--- src/rtl/serial_sub_pkg.sv ---
// Shared types and defaults for the bit-serial subtractor.
// Holds the FSM state encoding and the default operand width.
package serial_sub_pkg;

    localparam int SUB_WIDTH = 8;

    typedef enum logic [1:0] {
        IDLE  = 2'd0,
        SHIFT = 2'd1,
        DONE  = 2'd2
    } state_t;

endpackage

--- src/rtl/sub_bit_cell.sv ---
// One-bit subtract cell: full adder with the b input inverted.
// Ports: a, b, cin -> s (difference bit), cout (carry, 1 = no borrow).
module sub_bit_cell (
    input  logic a,
    input  logic b,
    input  logic cin,
    output logic s,
    output logic cout
);

    logic nb;

    assign nb   = ~b;
    assign s    = a ^ nb ^ cin;
    assign cout = (a & nb) | (a & cin) | (nb & cin);

endmodule

--- src/rtl/serial_subtractor.sv ---
// Bit-serial A-B, LSB first, one bit per clock, start/done handshake.
// Ports: clk, rst_n, start, a, b -> busy, done, diff, borrow
//        (+ ovf when SERIAL_SUB_OVERFLOW_EN is defined).
module serial_subtractor
    import serial_sub_pkg::*;
#(
    parameter int WIDTH = SUB_WIDTH
) (
    input  logic             clk,
    input  logic             rst_n,
    input  logic             start,
    input  logic [WIDTH-1:0] a,
    input  logic [WIDTH-1:0] b,
    output logic             busy,
    output logic             done,
    output logic [WIDTH-1:0] diff,
`ifdef SERIAL_SUB_OVERFLOW_EN
    output logic             ovf,
`endif
    output logic             borrow
);

    localparam int CW = $clog2(WIDTH + 1);

    state_t           state;
    state_t           state_n;
    logic [WIDTH-1:0] a_sr;
    logic [WIDTH-1:0] b_sr;
    logic [WIDTH-1:0] r_sr;
    logic [WIDTH-1:0] r_n;
    logic             carry;
    logic [CW-1:0]    count;
    logic             s;
    logic             cout;
    logic             last;
    logic             load;

    sub_bit_cell u_cell (
        .a    (a_sr[0]),
        .b    (b_sr[0]),
        .cin  (carry),
        .s    (s),
        .cout (cout)
    );

    // Result enters at the MSB; after WIDTH shifts the LSB sits at bit 0.
    assign r_n  = (r_sr >> 1) | {s, {(WIDTH-1){1'b0}}};
    assign last = (state == SHIFT) && (count == CW'(WIDTH - 1));
    assign load = start && ((state == IDLE) || (state == DONE));

    always_comb begin
        state_n = state;
        unique case (state)
            IDLE:    if (start) state_n = SHIFT;
            SHIFT:   if (last) state_n = DONE;
            DONE:    state_n = start ? SHIFT : IDLE;
            default: state_n = IDLE;
        endcase
    end

    always_ff @(posedge clk or negedge rst_n) begin
        if (!rst_n) begin
            state  <= IDLE;
            busy   <= 1'b0;
            done   <= 1'b0;
            diff   <= '0;
            borrow <= 1'b0;
            a_sr   <= '0;
            b_sr   <= '0;
            r_sr   <= '0;
            carry  <= 1'b1;
            count  <= '0;
        end else begin
            state <= state_n;
            busy  <= (state_n == SHIFT);
            done  <= (state_n == DONE);
            if (load) begin
                a_sr  <= a;
                b_sr  <= b;
                carry <= 1'b1;
                count <= '0;
            end else if (state == SHIFT) begin
                a_sr  <= a_sr >> 1;
                b_sr  <= b_sr >> 1;
                r_sr  <= r_n;
                carry <= cout;
                if (!last) count <= count + CW'(1);
            end
            // Results are captured on the final shift so they are
            // already valid in the cycle done is high.
            if (last) begin
                diff   <= r_n;
                borrow <= ~cout;
            end
        end
    end

`ifdef SERIAL_SUB_OVERFLOW_EN
    // On the final shift, carry is the carry into the MSB.
    always_ff @(posedge clk or negedge rst_n) begin
        if (!rst_n) ovf <= 1'b0;
        else if (last) ovf <= carry ^ cout;
    end
`endif

endmodule

--- config.mk ---
export PLATFORM = sky130hd
export DESIGN_NAME = serial_subtractor
export DESIGN_NICKNAME = d
export VERILOG_FILES = /design/src/rtl/serial_sub_pkg.sv /design/src/rtl/sub_bit_cell.sv /design/src/rtl/serial_subtractor.sv
export SDC_FILE = /design/constraint.sdc
export NUM_CORES = 1
export LEC_CHECK = 0
export ABC_CLOCK_PERIOD_IN_PS = 4100
export BUFFER_PORTS_ARGS = -buffer_cell sky130_fd_sc_hd__buf_2
export CAP_MARGIN = 0
export CORE_ASPECT_RATIO = 0.6
export CORE_MARGIN = 2
export CORE_UTILIZATION = 30
export CTS_BUF_LIST = sky130_fd_sc_hd__clkbuf_8
export CTS_CLUSTER_SIZE = 16
export DETAILED_ROUTE_END_ITERATION = 12
export GPL_TIMING_DRIVEN = 0
export PLACE_DENSITY = 0.54
export SETUP_SLACK_MARGIN = 0.02
export SLEW_MARGIN = 20
export SYNTH_ARGS = -nofsm -noshare
export SYNTH_HDL_FRONTEND = slang
export SYNTH_HIERARCHICAL = 1
export SYNTH_SLANG_ARGS = --single-unit
--- constraint.sdc ---
create_clock -name clk -period 4.1 [get_ports clk]
set_clock_uncertainty 0.2 [all_clocks]
set_input_delay 0.82 -clock clk [delete_from_list [all_inputs] [get_ports clk]]
set_output_delay 0.82 -clock clk [all_outputs]
set_load 0.01 [all_outputs]
==> results.yml <==
outcome:
  status: "finished clean"
worst_setup_path:
  crit_slowest_cell: "nor2_2"
  cp_top_family: "simple AND/OR/NAND/NOR gates"
  crit_chain: "ha_1 > nand3b_1 > nor2_2 > mux2_2"
  cpPeakStageDelay_ns: 0.43
  cp-end-kind: "flop"
  cp_max_fo: 9
  cp.required_ns: 4.08
  arrival_ns: 1.91
  worstRegToRegCells: 4
  crit_buf_inv: 0
  start_kind: "flop"
  crit_cells: 4
  crit_type: "reg2reg"
synthesis:
  yosys.area_share.xor_xnor: 0
  synth-adder-area-share: 0.0190
  synth_area_leaders: "dfrtp_1 58%, nand2_1 12%, mux2_2 5.2%"
  ys_seq_elements: 41
  syn_avg_cell_area_sq_um: 10.0
  syn_inst: 171
  synth_top_family_by_area: "simple AND/OR/NAND/NOR gates"
  yosysTopAreaCellShare: 0.583
  synth_nets: 192
  synth.area.mux_share: 0.0641
  synth-compound-area-share: 0.0722
  yosysUniqueCellTypes: 28
  yosys_warnings: 6
  netlist_area_sq_um: 1720
  synth_top_area_cell: "dfrtp_1"
  seq_area_frac_synth: 0.598
  yosys.area_share.simple: 0.207
die:
  die_w_um: 102
  rows: 21
  initial_core_util: 0.310
  die-area_sq_um: 6360
  die_height_um: 62.6
  pin_count: 30
  core_area_sq_um: 5540
final_layout:
  antenna_cells: 0
  area_growth_pct: 20.2
  nNetsFinal: 228
  drive_gt1_frac: 0.250
  final_area_sq_um: 2060
  final_util: 0.372
timing:
  worst_slew_margin_rel: 0.394
  slew_viol_final: 0
  setup_viol: 0
  rsz0062_at_grt: "false"
  layout_min_cycle_time_ns: 1.93
  fin_tns_setup_ns: 0
  clock.fmax_ghz: 0.518
  worst_slew_pin_slew_ns: 0.910
  hold_viol: 0
  fin_crit_sh: 0.470
grt:
  grt_pass1_wl_mm: 6.42
  grt_pass1_vias: 1281
  grtUsageTotal: 0.133
  overflow: 0
  antenna_found_initial: 0
  grt_max_degree: 42
routing:
  drt_iter0_markers: 53
  routedWlPerCell_um: 12.7
  vias_per_cell: 4.47
  drt_pass1_iterations: 4
  drc: 0
  wl_mm: 3.67
  vias: 1288
  antenna_left: 0
run:
  cap_viol_max_count: 0
power:
  total_leakage_power_uw: 0.00102
  p_switching_uw: 610
  power_density_nw_per_um2: 780
  p_int_uw: 999
  peakVddDrop_uv: 213
  pwr-share-clk: 0.181
  seqPwrFrac: 0.433
  comb_power_share: 0.386
  switching_share: 0.379
cts:
  h-tree-depth: 2
  clock_latency_ns: 0.29
  cts_root_buf: "clkbuf_8"
  clock-sinks: 41
  cts_tree: "built"
  post_cts_resized: 0
  cts_buffers: 5
  cts_max_path_buffers: 2
  post_cts_buffers: 0
  clkTransAtPathRegs_ns: 0.08
  cts.hold.buffers_added: 0
worst_hold_path:
  min_path_type: "reg2reg"
  hold_depth: 2
placement:
  place_area_sq_um: 1960
  hpwl_mm: 2.56
  port_buffers: 29
  gp_congestion: 0.781
## through the flow
| step | power [uW] | hold slack (ns) | cells | setup slack (ns) |
|---|---|---|---|---|
| 2_1_floorplan | 1130 | 0.240 | 171 | 2.41 |
| 3_3_place_gp | 1320 | 0.263 | 280 | 2.06 |
| 3_5_place_dp | 1330 | 0.260 | 280 | 2.07 |
| 4_1_cts | 1630 | 0.283 | 288 | 2.16 |
| 5_1_grt | 1770 | 0.324 | 288 | 2.01 |
| 6_report | 1610 | 0.282 | 288 | 2.17 |
## power by group through the flow
| stage | sequential [uW] | clock [uW] | combinational [uW] |
|---|---|---|---|
| 2_1_floorplan | 701 | 0 | 432 |
| 6_report | 696 | 291 | 621 |
| 3_5_place_dp | 703 | 0 | 628 |
| 4_1_cts | 697 | 301 | 630 |
| 5_1_grt | 723 | 320 | 724 |
| 3_3_place_gp | 701 | 0 | 615 |
## cell families (layout without fill, tap and decap cells)
kind of cell	count (synthesis)	after routing
AOI/OAI and AO/OA	20	20
and+or+nand+nor	83	83
buffers and inverters	15	52
adders and majority gates	2	2
muxes	10	10
DFF	41	41
## synth_stat cells, drive strengths merged
master  instances
a21oi           3
a22oi           3
a31oi          10
and2b           1
and4            1
buf             4
clkbuf          6
dfrtp          40
dfstp           1
fa              1
ha              1
inv             5
mux2            8
mux2i           2
nand2          53
nand2b          2
nand3           5
nand3b          1
nor2           15
nor2b           1
nor3            3
o21ai           2
o22ai           1
o31ai           1
or4             1
## per-layer routing
metal | up-vias | routed length [um] | track usage
met5 | - | 0 | 0
met4 | 0 | 57 | 0.0507
met3 | 7 | 237 | 0.0403
met2 | 42 | 1350 | 0.168
li1 | 634 | - | -
met1 | 605 | 2020 | 0.208
## sequential cells by signal, summed over array words and instances (netlist names), 2 cells and up
signal and flops:
count 4, state 2, r_sr 7, b_sr 8
diff 8, a_sr 8
## layout make-up
cell class	count	area, sq um
multi-input combinational	115	622
sequential	41	1030
fill	573	3480
tap	80	100
buffer	10	48.8
clock inverter	1	5.00
timing repair buffer	29	145
clock buffer	7	96.3
inverter	5	18.8
## layout by cell type (no fill, tap or decap), types with 5 or more instances in the layout
master    count
clkbuf_1      6
nand3_1       5
mux2_2        8
clkbuf_8      7
inv_1         5
buf_2        32
a31oi_1      10
nor2_1       14
dfrtp_1      40
nand2_1      53
## path summary, 6_finish.rpt
path | start | to | slack (ns)
max | count[0]$_DFFE_PN0P_ | diff[4]$_DFFE_PN0P_ | 2.17
min | r_sr[1]$_DFFE_PN0P_ | r_sr[1]$_DFFE_PN0P_ | 0.28
max reg2reg | count[0]$_DFFE_PN0P_ | diff[4]$_DFFE_PN0P_ | 2.17
min reg2reg | r_sr[1]$_DFFE_PN0P_ | r_sr[1]$_DFFE_PN0P_ | 0.28
max in group asynchronous | rst_n | a_sr[5]$_DFFE_PN0P_ | 2.68
min in group asynchronous | rst_n | count[2]$_DFFE_PN0P_ | 0.45
## tightest hold or removal path: cells and delay by family (launching register included)
| kind | cells | cell delay [ns] |
|---|---|---|
| flops | 1 | 0.35 |
| simple gates | 2 | 0.10 |
No activity file was read; power rests on OpenSTA's default activity.
